<file path="config.mk">
export PLATFORM = sky130hd
export DESIGN_NAME = alu_sequencer
export DESIGN_NICKNAME = d
export VERILOG_FILES = /design/src/rtl/alu_sequencer.sv
export SDC_FILE = /design/constraint.sdc
export NUM_CORES = 1
export LEC_CHECK = 0
export CAP_MARGIN = 20
export CORE_MARGIN = 2
export CORE_UTILIZATION = 45
export DETAILED_ROUTE_END_ITERATION = 10
export PLACE_DENSITY = 0.76
export REMOVE_ABC_BUFFERS = 1
export SLEW_MARGIN = 20
export SYNTH_ARGS = -nofsm -noshare
export SYNTH_HDL_FRONTEND = slang
export SYNTH_SLANG_ARGS = --single-unit
</file>
<file path="constraint.sdc">
create_clock -name clk -period 2.6 [get_ports clk]
set_input_delay 0.52 -clock clk [delete_from_list [all_inputs] [get_ports clk]]
set_output_delay 0.52 -clock clk [all_outputs]
set_load 0.005 [all_outputs]
</file>
<file path="src/rtl/alu_sequencer.sv">
// Instruction sequencer for the shared combinational ALU: 4-entry register file,
// IDLE/EXEC/WB handshake control, write-back and carry/zero flag generation.
module alu_sequencer #(
    parameter int LEN = 8
) (
    input  logic           clk,
    input  logic           rst,
    input  logic           instr_valid,
    output logic           instr_ready,
    input  logic [3:0]     instr_op,
    input  logic [1:0]     instr_rd,
    input  logic [1:0]     instr_rs,
    input  logic [LEN-1:0] instr_imm,
    output logic [LEN-1:0] alu_a,
    output logic [LEN-1:0] alu_b,
    output logic [3:0]     alu_code,
    input  logic [LEN-1:0] alu_result,
    output logic           done,
    output logic           err,
    output logic           flag_c,
    output logic           flag_z,
    input  logic [1:0]     rd_sel,
    output logic [LEN-1:0] rd_data
);
    localparam logic [3:0] OP_ADD   = 4'b0000;
    localparam logic [3:0] OP_SUB   = 4'b0001;
    localparam logic [3:0] OP_DIV   = 4'b0011;
    localparam logic [3:0] OP_SHL   = 4'b0111;
    localparam logic [3:0] OP_SHR   = 4'b1000;
    localparam logic [3:0] OP_LOADI = 4'b1001;
    localparam logic [3:0] OP_MOVE  = 4'b1010;

    typedef enum logic [1:0] {IDLE, EXEC, WB} state_t;

    state_t         state, state_nx;
    logic [LEN-1:0] regs [4];
    logic [3:0]     op_q;
    logic [1:0]     rd_q;
    logic [LEN-1:0] ldv_q;
    logic           accept;
    logic           wb_alu, div0, wr_en, carry;
    logic [LEN-1:0] wr_val;
    logic [LEN:0]   sum;

    assign accept  = instr_valid && instr_ready;
    assign rd_data = regs[rd_sel];
    assign sum     = {1'b0, alu_a} + {1'b0, alu_b};

    always_comb begin
        state_nx    = state;
        instr_ready = 1'b0;
        case (state)
            IDLE: begin
                instr_ready = 1'b1;
                if (instr_valid) state_nx = EXEC;
            end
            EXEC:    state_nx = WB;
            WB:      state_nx = IDLE;
            default: state_nx = IDLE;
        endcase
    end

    // Write-back decode; alu_a/alu_b still hold the operands of the op being retired.
    always_comb begin
        wb_alu = (op_q <= OP_SHR);
        div0   = (op_q == OP_DIV) && (alu_b == '0);
        wr_en  = 1'b0;
        wr_val = alu_result;
        carry  = 1'b0;
        if (wb_alu) begin
            wr_en = !div0;
        end else if (op_q == OP_LOADI || op_q == OP_MOVE) begin
            wr_en  = 1'b1;
            wr_val = ldv_q;
        end
        case (op_q)
            OP_ADD:  carry = sum[LEN];
            OP_SUB:  carry = (alu_a < alu_b);
            OP_SHL:  carry = alu_a[LEN-1];
            OP_SHR:  carry = alu_a[0];
            default: carry = 1'b0;
        endcase
    end

    always_ff @(posedge clk) begin
        if (rst) begin
            state    <= IDLE;
            for (int i = 0; i < 4; i++) regs[i] <= '0;
            alu_a    <= '0;
            alu_b    <= '0;
            alu_code <= 4'b1111;
            op_q     <= 4'b1111;
            rd_q     <= '0;
            ldv_q    <= '0;
            done     <= 1'b0;
            err      <= 1'b0;
            flag_c   <= 1'b0;
            flag_z   <= 1'b0;
        end else begin
            state <= state_nx;
            done  <= 1'b0;
            err   <= 1'b0;
            if (accept) begin
                op_q <= instr_op;
                rd_q <= instr_rd;
                if (instr_op <= OP_SHR) begin
                    alu_a    <= regs[instr_rd];
                    alu_b    <= regs[instr_rs];
                    alu_code <= instr_op;
                end else begin
                    ldv_q <= (instr_op == OP_LOADI) ? instr_imm : regs[instr_rs];
                end
            end
            if (state == WB) begin
                done <= 1'b1;
                err  <= wb_alu && div0;
                if (wr_en) begin
                    regs[rd_q] <= wr_val;
                    flag_z     <= (wr_val == '0);
                end
                if (wb_alu && !div0) flag_c <= carry;
            end
        end
    end
endmodule

</file>
======== Yosys cells after proc, flatten, opt, wreduce, memory -nomap -nowiden ========
Memories as Yosys holds them, arrays and structs flattened. A register that Yosys moved wholly into a read port is not among the register bits.
Cells that the tools add are included.
cells by class
  add/sub/neg operators ................... 1
  multiply operators ...................... 0
  divide/modulo/power cells ............... 0
  magnitude comparators ................... 3
  eq/ne operators ......................... 10
  shifts and indexed selects .............. 0
  muxes and demuxes ....................... 19
  bitwise operators ....................... 2
  reductions and logical operators ........ 16
operators with widths
  operator            count
  $mux 8              4
  $eq 4x4->1 const B  4
  $logic_not 8->1     2
  $mux 1              11
  $add 8x8->9         1
  $le 4x4->1 const B  2
  $lt 8x8->1          1
  $reduce_and 2->1    4
  $reduce_or 8->1     1
  $eq 4x1->1 const B  1
  $eq 4x2->1 const B  1
  $eq 4x3->1 const B  1
  $logic_and 1x1->1   4
  $logic_not 4->1     1
  $mux 2              2
  $pmux 1 s4          1
  $pmux 2 s2          1
  $eq 2x1->1 const B  1
  $eq 2x2->1 const B  1
  $logic_not 2->1     1
  $ne 2x2->1 const B  1
  $not 1->1           2
  $reduce_or 2->1     1
  $logic_not 1->1     1
  $logic_or 1x1->1    1
storage, ports and cells
  bits in registers ....................... 32
  bits in latches ......................... 0
  RAM bits ................................ 32
  ROM bits ................................ 0
  input bits .............................. 29
  output and inout port bits .............. 33
  word-level logic and storage cells ...... 62
  memories ................................ 1
memory list
  name  words  width  read ports  clocked after Yosys merged registers in  write ports  line  text
  regs  4      8      3           1                                        4            36    logic [LEN-1:0] regs [4];

======== Longest topological paths before layout ========
  depth in word-level cells ............... 10
  gate-level depth with buffers ........... 7
  gate-level depth less buffers ........... 7

======== Worst setup path before layout ========
Ideal clock, no wire load.
  path type ............................... in2reg
  start ................................... input port rst
  end ..................................... memory regs[1][0] (enable)
  setup time .............................. 334 ps
  data arrival time ....................... 1739 ps
  data required time ...................... 2266 ps
  slack ................................... 527 ps
  cell stages on the path ................. 7
  buffers on the path ..................... 3
  path through ............................ clkbuf_1 > nor2_2 > o21ai_1 > buf_6 > or3b_1 > buf_6 > nand2b_1
RTL lines
  item             line  text
  start, declared  7     input logic rst,
  end, declared    36

======== Worst setup path in the final report ========
  start ................................... input port rd_sel[0]
  end ..................................... output port rd_data[7]
on the way
  word-level cells in the longest chain between the ends .. 1
ends and longest elaborated chain
  item             line  text
  start, declared  22    input logic [1:0] rd_sel,
  $mem_v2 4x8      n/a
  end, declared    23    output logic [LEN-1:0] rd_data
Every way passes these cells.

==> results.toml <==
[global_routing]
grt_pass1_vias = 2960
grtUsageTotal_pct = 21.6
grt_antenna_before_repair = 0
grt_max_degree = 43
grt_pass1_wl_um = 15100
congestion_overflow_gr = 0

[routing]
vias = 3091
drt_iter0_markers = 216
route.detailed.drc = 0
via_per_inst = 5.80
wl_per_cell_um = 17.7
drt_wl_total_um = 9440
drt_first_pass_iters = 4
ant_nets = 0

[clock_network]
clock_pin_slew_of_the_registers_on_the_worst_case_setup_and_hold_paths_ns = 0.07
cts.sinks = 72
clock_path_buffers = 2
cts_hold_buf = 0
cts_max_level = 3
numCtsBuffers = 9
clk-insertion-delay-late_ns = 0.34
tritoncts = "done"
cts-root-buf = "sky130_fd_sc_hd__clkbuf_8"

[synthesis]
largest_family_of_logic_cells_by_synthesized_area = "multiplexers"
fraction_of_synthesized_area_in_multiplexers_pct = 18.3
mappedNetlistArea_mm2 = 0.00385
synthesis.instances = 360
synth_area_in_compound_gates_pct = 8.78
yosysSeqAreaShare_pct = 45.8
yosys_register_bits = 72
synth-adder-area-share_pct = 4.55
synth_edf_count = 32
ys_dominant_reg_cell = "sky130_fd_sc_hd__dfxtp_1"
post_synthesis_share_of_cell_area_spent_on_xor_and_xnor_gates_pct = 0.228
post_synth_simple_gate_area_pct = 18.2
netlist-cell-type-count = 49
async_s_r_ff_share_synth_pct = 0
synth_area_per_cell_um2 = 10.7
synth.yosys.warnings = 0

[timing]
rsz_0062_raised_after_global_routing = "false"
min_period_ns = 2.32
fmax_ghz = 0.431
final-setup-viol-count = 0
period_share_pct = 89.2
setup_total_negative_slack_ns = 0
slew_at_the_pin_closest_to_its_max_slew_limit_ns = 0.993
slew_headroom_pct = 33.6
timing.final.hold_violations = 0
final-max-slew-violation-count = 0
hold_slack_ns = 0.448
clock-skew-final_ns = 0.0103

[worst_setup_path]
timing.critical_path.required_ns = 2.08
reg2reg_depth = 5
arrival_ns = 1.80
timing_worst_setup_path_type = "in -> out"
ff2ff_setup_slack_ns = 0.44
startpoint_type = "input port"
r2r_end = "regs[2][5]"
critPathMaxFanout = 7
critical_path.reg2reg.startpoint = "op_q[2]"
critical_path.endpoint_type = "output pin"

[power]
vdd.ir_drop.worst_mv = 0.288
cellPowerDensity_mw_per_mm2 = 544
cellLeakagePower_nw = 1.81

[die]
fp_rows = 33
die_w_um = 96.5
die-area_mm2 = 0.00930
initial_standard_cell_utilization_of_the_core_pct = 46.6
core_area_mm2 = 0.00826
fp.dieH_um = 96.5
io-pin-count = 62

[finish]
num-nets-final = 466
post_route_cells_drive_above_1_share_pct = 15.2
postLayoutCellArea_mm2 = 0.00481
area_growth_pct = 25.1
antenna_cells = 0
fin_util_pct = 58.3

[placed_design]
detailedPlacementHpwl_um = 7340
place.gp.congestion = 0.865
dpl_cell_area_mm2 = 0.00460
number_of_buffer_cells_added_on_primary_ports = 61

[min_path]
min_delay_path_depth = 1
hp-start = "state[1]"
hold_wc_path_type = "reg -> reg"
hold_end = "state[1]"

[job]
max_cap_violations = 0

[outcome]
status = "finished clean"
==> worst max-delay path: stages <==
cell and delay (ns):
sky130_fd_sc_hd__dlygate4sd2_1 0.24, sky130_fd_sc_hd__buf_12 0.14, sky130_fd_sc_hd__buf_4 0.13, sky130_fd_sc_hd__mux4_2 0.49, sky130_fd_sc_hd__dlygate4sd2_1 0.28
==> logic make-up (layout without fill, tap and decap cells) <==
kind of cell	after synthesis	count (layout)
AOI/OAI and AO/OA	52	52
xor gates and xnor gates	1	1
adders and majority gates	14	14
buffers and inverters	35	103
DFF	72	72
muxes	40	40
and+or+nand+nor	146	146
==> cells in the final DEF (no fill, tap or decap), types with 9 or more instances in the layout <==
cell type and instances:
sky130_fd_sc_hd__buf_4 12, sky130_fd_sc_hd__edfxtp_1 32, sky130_fd_sc_hd__mux2i_1 15, sky130_fd_sc_hd__dlygate4sd2_1 9
sky130_fd_sc_hd__inv_1 12, sky130_fd_sc_hd__nand2_1 49, sky130_fd_sc_hd__nor2_1 45, sky130_fd_sc_hd__dfxtp_1 40
sky130_fd_sc_hd__mux4_2 24, sky130_fd_sc_hd__clkdlybuf4s50_1 52, sky130_fd_sc_hd__ha_1 14, sky130_fd_sc_hd__a21oi_1 22
sky130_fd_sc_hd__clkbuf_8 10
==> worst max-delay path by stage <==
stage	end	depth (start not counted)	slack [ns]	startpoint
after global placement	rd_data[7]	4	-0.07	rd_sel[0]
after CTS	rd_data[7]	5	0.27	rd_sel[0]
after floorplan	regs[1][0]	5	0.26	alu_b[4]
after detailed placement	rd_data[2]	4	-0.08	rd_sel[0]
final	rd_data[7]	5	0.28	rd_sel[0]
after global routing	regs[1][5]	5	0.18	alu_b[4]
==> synth_stat cells, types with 3 or more instances <==
master | count | share of area (%)
sky130_fd_sc_hd__a211oi_1 | 8 | 1.6
sky130_fd_sc_hd__a21oi_1 | 22 | 2.9
sky130_fd_sc_hd__buf_2 | 9 | 1.2
sky130_fd_sc_hd__clkbuf_1 | 9 | 0.88
sky130_fd_sc_hd__dfxtp_1 | 40 | 21
sky130_fd_sc_hd__edfxtp_1 | 32 | 25
sky130_fd_sc_hd__ha_1 | 14 | 4.6
sky130_fd_sc_hd__inv_1 | 12 | 1.2
sky130_fd_sc_hd__mux2i_1 | 15 | 3.9
sky130_fd_sc_hd__mux4_2 | 24 | 14
sky130_fd_sc_hd__nand2_1 | 49 | 4.8
sky130_fd_sc_hd__nand2b_1 | 8 | 1.3
sky130_fd_sc_hd__nand3_1 | 3 | 0.39
sky130_fd_sc_hd__nand3b_1 | 4 | 0.78
sky130_fd_sc_hd__nand4_1 | 3 | 0.49
sky130_fd_sc_hd__nor2_1 | 45 | 4.4
sky130_fd_sc_hd__nor2_2 | 8 | 1.3
sky130_fd_sc_hd__nor4_1 | 7 | 1.1
sky130_fd_sc_hd__o21bai_1 | 5 | 0.98
sky130_fd_sc_hd__or3_1 | 3 | 0.49
==> per-stage QoR <==
stage / std cells / power, mW / setup WS (ns)
floorplan: 337 / 1.49 / 0.264
global placement: 516 / 1.69 / -0.0668
detailed placement: 516 / 1.70 / -0.0757
CTS: 533 / 2.63 / 0.268
global route: 533 / 2.71 / 0.178
finish: 533 / 2.62 / 0.280
==> sequential cells by signal, indices dropped and copies added (netlist names) <==
signal / flops
regs: 32
alu_a: 8
alu_b: 8
ldv_q: 8
alu_code: 4
op_q: 4
rd_q: 2
state: 2
done: 1
err: 1
flag_c: 1
flag_z: 1
==> area by class of cell <==
type,instances,area [um2]
Fill cell,705,3450
Multi-Input combinational cell,253,1930
Clock inverter,4,51.3
Sequential cell,72,1760
Clock buffer,12,166
Timing Repair Buffer,75,729
Tap cell,105,131
Inverter,12,45.0
==> power by group <==
| part | switching, mW | internal [mW] |
|---|---|---|
| Clock | 0.416 | 0.528 |
| Combinational | 0.184 | 0.202 |
| Sequential | 0.0550 | 1.23 |
==> metal layers <==
| metal | global-route usage [%] | routed length, um |
|---|---|---|
| met4 | 8.80 | 191 |
| met2 | 34.5 | 4590 |
| met3 | 4.19 | 773 |
| met1 | 29.0 | 3890 |
| met5 | 0 | 0 |
==> timing repair <==
action | 4_1_cts | 5_1_grt
setup buffers | 1 | 0
hold endpoints to repair | 0 | 0
endpoints found under the setup margin | 8 | 0
resized for setup | 9 | 0
Note: power is estimated with default switching activity, not from simulation.
